[src/rtl/masked_cf_pipe_if.sv]
// Handshake and share bus of the masked component-function pipe.
// The master drives the inputs and out_ready; the slave is the pipe.
interface masked_cf_pipe_if #(
  parameter int SHARES = 3,
  parameter int WIDTH  = 1
);
  localparam int NCROSS = SHARES * (SHARES - 1);

  logic                        in_valid;
  logic                        in_ready;
  logic [SHARES*WIDTH-1:0]     a;
  logic [SHARES*WIDTH-1:0]     b;
  logic [SHARES*WIDTH-1:0]     c;
  logic [SHARES*WIDTH-1:0]     d;
  logic [2*WIDTH*NCROSS-1:0]   rnd;
  logic                        out_valid;
  logic                        out_ready;
  logic [SHARES*WIDTH-1:0]     q1;
  logic [SHARES*WIDTH-1:0]     q2;

  modport master (
    output in_valid, a, b, c, d, rnd, out_ready,
    input  in_ready, out_valid, q1, q2
  );

  modport slave (
    input  in_valid, a, b, c, d, rnd, out_ready,
    output in_ready, out_valid, q1, q2
  );
endinterface

[src/rtl/masked_cf_pipe.sv]
// Two-stage masked layer computing f1 = a ^ (b & d) and f2 = b ^ (c & d) on Boolean shares.
// Stage 1 registers every product term (glitch barrier); stage 2 compresses terms per output share.
module masked_cf_pipe #(
  parameter int SHARES = 3,
  parameter int WIDTH  = 1
) (
  input  logic           clk,
  input  logic           rst_n,
  masked_cf_pipe_if.slave bus
);
  localparam int NCROSS = SHARES * (SHARES - 1);
  localparam int RHALF  = WIDTH * NCROSS;

  typedef logic [WIDTH-1:0][SHARES-1:0][SHARES-1:0] term_t;

  term_t                   t1_q, t1_d;
  term_t                   t2_q, t2_d;
  logic                    s1_valid_q, s1_valid_d;
  logic                    out_valid_q, out_valid_d;
  logic [SHARES*WIDTH-1:0] q1_q, q1_d;
  logic [SHARES*WIDTH-1:0] q2_q, q2_d;

  logic s2_ready;
  logic in_ready;
  logic in_fire;
  logic s1_adv;

  // Ring position of cross pair (i,j): i-major, j ascending, diagonal skipped.
  function automatic int kidx(input int i, input int j);
    return i * (SHARES - 1) + ((j < i) ? j : j - 1);
  endfunction

  assign s2_ready  = !out_valid_q || bus.out_ready;
  assign in_ready  = !s1_valid_q || s2_ready;
  assign in_fire   = bus.in_valid && in_ready;
  assign s1_adv    = s1_valid_q && s2_ready;

  assign bus.in_ready  = in_ready;
  assign bus.out_valid = out_valid_q;
  assign bus.q1        = q1_q;
  assign bus.q2        = q2_q;

  always_comb begin
    t1_d = t1_q;
    t2_d = t2_q;
    if (in_fire) begin
      for (int l = 0; l < WIDTH; l++) begin
        for (int i = 0; i < SHARES; i++) begin
          for (int j = 0; j < SHARES; j++) begin
            if (i == j) begin
              t1_d[l][i][j] = bus.a[i*WIDTH+l] ^ (bus.b[i*WIDTH+l] & bus.d[i*WIDTH+l]);
              t2_d[l][i][j] = bus.b[i*WIDTH+l] ^ (bus.c[i*WIDTH+l] & bus.d[i*WIDTH+l]);
            end else begin
              // Each ring bit is used by two neighbouring terms, so the refresh cancels overall.
              t1_d[l][i][j] = (bus.b[i*WIDTH+l] & bus.d[j*WIDTH+l])
                            ^ bus.rnd[l*NCROSS + kidx(i, j)]
                            ^ bus.rnd[l*NCROSS + (kidx(i, j) + 1) % NCROSS];
              t2_d[l][i][j] = (bus.c[i*WIDTH+l] & bus.d[j*WIDTH+l])
                            ^ bus.rnd[RHALF + l*NCROSS + kidx(i, j)]
                            ^ bus.rnd[RHALF + l*NCROSS + (kidx(i, j) + 1) % NCROSS];
            end
          end
        end
      end
    end
  end

  always_comb begin
    q1_d = q1_q;
    q2_d = q2_q;
    if (s1_adv) begin
      for (int l = 0; l < WIDTH; l++) begin
        for (int i = 0; i < SHARES; i++) begin
          q1_d[i*WIDTH+l] = ^t1_q[l][i];
          q2_d[i*WIDTH+l] = ^t2_q[l][i];
        end
      end
    end
  end

  always_comb begin
    s1_valid_d  = s1_valid_q;
    out_valid_d = out_valid_q;
    if (in_fire) begin
      s1_valid_d = 1'b1;
    end else if (s1_adv) begin
      s1_valid_d = 1'b0;
    end
    if (s1_adv) begin
      out_valid_d = 1'b1;
    end else if (bus.out_ready) begin
      out_valid_d = 1'b0;
    end
  end

  always_ff @(posedge clk or negedge rst_n) begin
    if (!rst_n) begin
      t1_q        <= '0;
      t2_q        <= '0;
      s1_valid_q  <= 1'b0;
      out_valid_q <= 1'b0;
      q1_q        <= '0;
      q2_q        <= '0;
    end else begin
      t1_q        <= t1_d;
      t2_q        <= t2_d;
      s1_valid_q  <= s1_valid_d;
      out_valid_q <= out_valid_d;
      q1_q        <= q1_d;
      q2_q        <= q2_d;
    end
  end
endmodule

[src/flat_wrapper.sv]
// flat-port wrapper written by rule: the top's interface ports become plain ports
module masked_cf_pipe_flat 
#(
  parameter int SHARES = 3,
  parameter int WIDTH  = 1
)
  (clk, rst_n, bus_in_valid, bus_a, bus_b, bus_c, bus_d, bus_rnd, bus_out_ready, bus_in_ready, bus_out_valid, bus_q1, bus_q2);
  masked_cf_pipe_if #(.SHARES(SHARES), .WIDTH(WIDTH)) bus_i ();
  input  logic clk;
  input  logic rst_n;
  input wire logic [$bits(bus_i.in_valid)-1:0] bus_in_valid;
  input wire logic [$bits(bus_i.a)-1:0] bus_a;
  input wire logic [$bits(bus_i.b)-1:0] bus_b;
  input wire logic [$bits(bus_i.c)-1:0] bus_c;
  input wire logic [$bits(bus_i.d)-1:0] bus_d;
  input wire logic [$bits(bus_i.rnd)-1:0] bus_rnd;
  input wire logic [$bits(bus_i.out_ready)-1:0] bus_out_ready;
  output wire logic [$bits(bus_i.in_ready)-1:0] bus_in_ready;
  output wire logic [$bits(bus_i.out_valid)-1:0] bus_out_valid;
  output wire logic [$bits(bus_i.q1)-1:0] bus_q1;
  output wire logic [$bits(bus_i.q2)-1:0] bus_q2;
  assign bus_i.in_valid = bus_in_valid;
  assign bus_i.a = bus_a;
  assign bus_i.b = bus_b;
  assign bus_i.c = bus_c;
  assign bus_i.d = bus_d;
  assign bus_i.rnd = bus_rnd;
  assign bus_i.out_ready = bus_out_ready;
  assign bus_in_ready = bus_i.in_ready;
  assign bus_out_valid = bus_i.out_valid;
  assign bus_q1 = bus_i.q1;
  assign bus_q2 = bus_i.q2;
  masked_cf_pipe #(.SHARES(SHARES), .WIDTH(WIDTH)) u_core (.clk(clk), .rst_n(rst_n), .bus(bus_i));
endmodule
[config.mk]
export PLATFORM = sky130hd
export DESIGN_NAME = masked_cf_pipe_flat
export DESIGN_NICKNAME = d
export VERILOG_FILES = /design/src/rtl/masked_cf_pipe_if.sv /design/src/rtl/masked_cf_pipe.sv /design/src/flat_wrapper.sv
export SDC_FILE = /design/constraint.sdc
export NUM_CORES = 1
export LEC_CHECK = 0
export ABC_CLOCK_PERIOD_IN_PS = 1600
export BUFFER_PORTS_ARGS = -buffer_cell sky130_fd_sc_hd__buf_2
export CORE_MARGIN = 1.5
export CORE_UTILIZATION = 52
export DETAILED_ROUTE_END_ITERATION = 8
export GPL_TIMING_DRIVEN = 0
export PLACE_DENSITY = 0.78
export SLEW_MARGIN = 0
export SYNTH_ARGS = -nofsm -noshare
export SYNTH_HDL_FRONTEND = slang
export SYNTH_SLANG_ARGS = --single-unit
[constraint.sdc]
create_clock -name clk -period 1.6 [get_ports clk]
set_input_delay 0.08 -clock clk [delete_from_list [all_inputs] [get_ports clk]]
set_output_delay 0.08 -clock clk [all_outputs]
set_load 0.01 [all_outputs]
==> summary.txt <==
Setup path
  • Crit-path max cell delay: 0.43 ns
  • Crit path cell chain: nand3b_4 > nand2_4 > buf_12 > mux2_4
  • Critical Path AT: 1.49 ns
  • FF-to-FF path depth: 4
  • Reg2Reg Setup Slack: 0.33 ns
  • Slowest CP cell: dfrtp_1
  • CP delay by family, top: flip-flops
  • CP Max Fanout: 10
  • Crit path required time: 1.82 ns
  • Critical path type: reg2reg
  • Crit. End Element: flip-flop
  • Crit Reg-Reg Startpoint: u_core.bus.out_valid
  • Buf+Inv Stages, Crit Path: 1
  • Reg2reg end: u_core.t2_q[1]
  • Critical path startpoint category: flip-flop

Worst hold path
  • Min-Delay Endpoint: u_core.bus.out_valid
  • Hold path start: bus_out_ready
  • Hold Crit Depth: 3
  • Min-delay worst type: in2reg

Timing
  • Rel. slew slack: 0.6334
  • Peak Freq: 0.7845 GHz
  • Fin. Hold Viols: 0
  • Clk_skew: 0.007795 ns
  • Tcrit/Tclk final: 0.7967
  • Unrepaired setup endpoints after global routing: false
  • Min cycle time layout: 1.275 ns
  • Setup_tns: 0 ns
  • Worst-Margin Slew: 0.5499 ns
  • Slew Viols, Final: 0
  • # setup viols final: 0

Logic synthesis
  • Post-Syn Area per Cell: 12.55 µm²
  • Synth unique cells: 11
  • Cell Area, Synth: 1469 µm²
  • Seq cells post-synth: 26
  • Sequential cell area fraction in the yosys report: 0.4429
  • Ys Warns: 0
  • Synthesized netlist cell count: 117
  • Syn_nets: 145

Finish
  • Filler Cells Inserted: 227
  • Diodes inserted: 0
  • Layout Cells excl Fill: 189
  • Layout cells sized above 1: 0.4177
  • Nets: 187
  • Most frequent cells in the layout: buf_2 (35), xnor2_1 (30), dfrtp_1 (26)
  • Final Instance Area: 1755 µm²
  • Area delta synth->final: 19.51%
  • Commonest non-fill, non-tap cell in the layout: buf_2

Pwr
  • Tot Pwr: 2.125 mW
  • Switching power: 0.5771 mW
  • VDD IR max: 917.4 µV
  • Leakage Power: 0.8148 nW
  • PD cells: 1211 nW/µm²
  • Sequential power share: 0.450
  • Switching share of power: 0.2716
  • Clock power frac: 0.208
  • Comb power frac: 0.343
  • Pint: 1.548 mW

Die
  • DIE AREA: 3153 µm²
  • Die width: 56.15 µm
  • Die height: 56.15 µm
  • Row cnt: 19
  • Core ar.: 2710 µm²
  • I/O pin count: 36
  • Initial Utilization: 0.5420

Clock network
  • # Post-CTS Setup Buffers: 0
  • CTS tree: done
  • CTS root buffer: clkbuf_4
  • CTS max path bufs: 2
  • Clock sinks: 26
  • TritonCTS buffer count: 3
  • H-tree depth: 1
  • Clk Latency, worst-skew pair: 0.32 ns
  • CTS clk-pin slew, worst paths: 0.14 ns

Job
  • # Max-Cap Violations: 0

Place
  • Dpl hpwl: 1.900 mm
  • Placed cell area: 1683 µm²
  • Port Buf Inserts: 35
  • Routability cong.: 0.7598
  • Post-placement cell count: 183

Routing
  • Drt pass-1 iters: 4
  • Drt drc: 0
  • Drt total wl: 2.281 mm
  • Via density: 4.847
  • DR WL/cell: 12.07 µm
  • Post-route ant nets: 0
  • Vias: 916
  • Starting DRC count in detailed routing: 14

Global routing
  • Vias in the first global route: 898
  • Gr ovfl total: 0
  • Largest net degree at the start of global routing: 27
  • Tot GR Track Use: 0.1640
  • First-pass GRT wire length: 3.967 mm
  • Initial antenna violation count: 0

Run status
  • Status: finished clean
## worst min-delay path, stage by stage
cell and delay (ns):
buf_2 0.09, nand2b_1 0.12, nand2b_1 0.06
## power by group through the flow
stage,registers [mW],clock network [mW],logic [mW]
after floorplan,0.994,0,0.497
after global placement,0.962,0,0.718
after detailed placement,0.974,0,0.738
after CTS,0.959,0.458,0.743
after global routing,0.982,0.476,0.800
final,0.956,0.441,0.728
## repair_timing
| item | in CTS | in global routing |
|---|---|---|
| resized for setup | 0 | 0 |
| hold endpoints to repair | 27 | 0 |
| setup endpoints to repair | 0 | 0 |
| hold buffers | 2 | 0 |
## per-layer routing
layer,part of all wire,wire [µm],vias up,GRT usage
met5,0,0,-,0
met4,0.021,49,0,0.07143
met1,0.45,1034,416,0.2119
met3,0.052,118,4,0.02093
li1,-,-,462,-
met2,0.47,1079,34,0.2756
## state kept, by name, indices dropped and copies added, names as in the netlist
name                  cells
u_core.bus.out_valid      1
u_core.t1_q               9
u_core.t2_q               9
u_core.s1_valid_q         1
u_core.bus.q2             3
u_core.bus.q1             3
## synthesized netlist by cell type, drive strengths merged
cell / count / area (µm²)
xnor2: 30 / 262.8
dfrtp: 26 / 650.6
mux2: 24 / 307.8
nand2: 20 / 82.58
xor2: 12 / 105.1
nand2b: 2 / 12.51
buf: 1 / 20.02
nand3b: 1 / 20.02
or2b: 1 / 7.510
## kinds of logic (layout without fill, tap and decap cells)
kind of cell           after synthesis  count (layout)  share of synthesized area
multiplexers                        24              24                     0.2095
buffers and inverters                1              42                    0.01363
flip-flops                          26              26                     0.4429
AND/OR/NAND/NOR                     24              24                    0.08348
XOR/XNOR                            42              42                     0.2504
## worst max path at each step
stage | startpoint | slack (ns) | cells after the start | endpoint
after floorplan | u_core.bus.out_valid | 0.34 | 4 | u_core.t1_q[2]
after global placement | u_core.bus.out_valid | 0.38 | 4 | u_core.t2_q[0]
after detailed placement | u_core.bus.out_valid | 0.34 | 4 | u_core.t2_q[1]
after CTS | u_core.bus.out_valid | 0.30 | 4 | u_core.t2_q[1]
after global routing | u_core.bus.out_valid | 0.25 | 4 | u_core.t2_q[2]
final | u_core.bus.out_valid | 0.33 | 4 | u_core.t2_q[1]
## cell type report
| class | instances | area [µm²] | share of cell area |
|---|---|---|---|
| clock inverter | 1 | 30.03 | 0.01711 |
| buffer | 1 | 20.02 | 0.01140 |
| multi-input combinational | 90 | 798.3 | 0.4547 |
| tap | 31 | 38.79 | 0.02210 |
| timing repair buffer | 37 | 195.2 | 0.1112 |
| sequential | 26 | 650.6 | 0.3706 |
| clock buffer | 3 | 22.52 | 0.01283 |
## per-stage QoR
step / hold WS (ns) / utilization / setup slack (ns)
finish: 0.04132 / 0.6477 / 0.3253
global route: 0.03986 / 0.6477 / 0.2483
CTS: 0.02885 / 0.6477 / 0.3032
detailed placement: 0.1035 / 0.6210 / 0.3357
global placement: 0.09420 / 0.6210 / 0.3750
floorplan: -0.2156 / - / 0.3406
No activity file was read; power rests on OpenSTA's default activity.
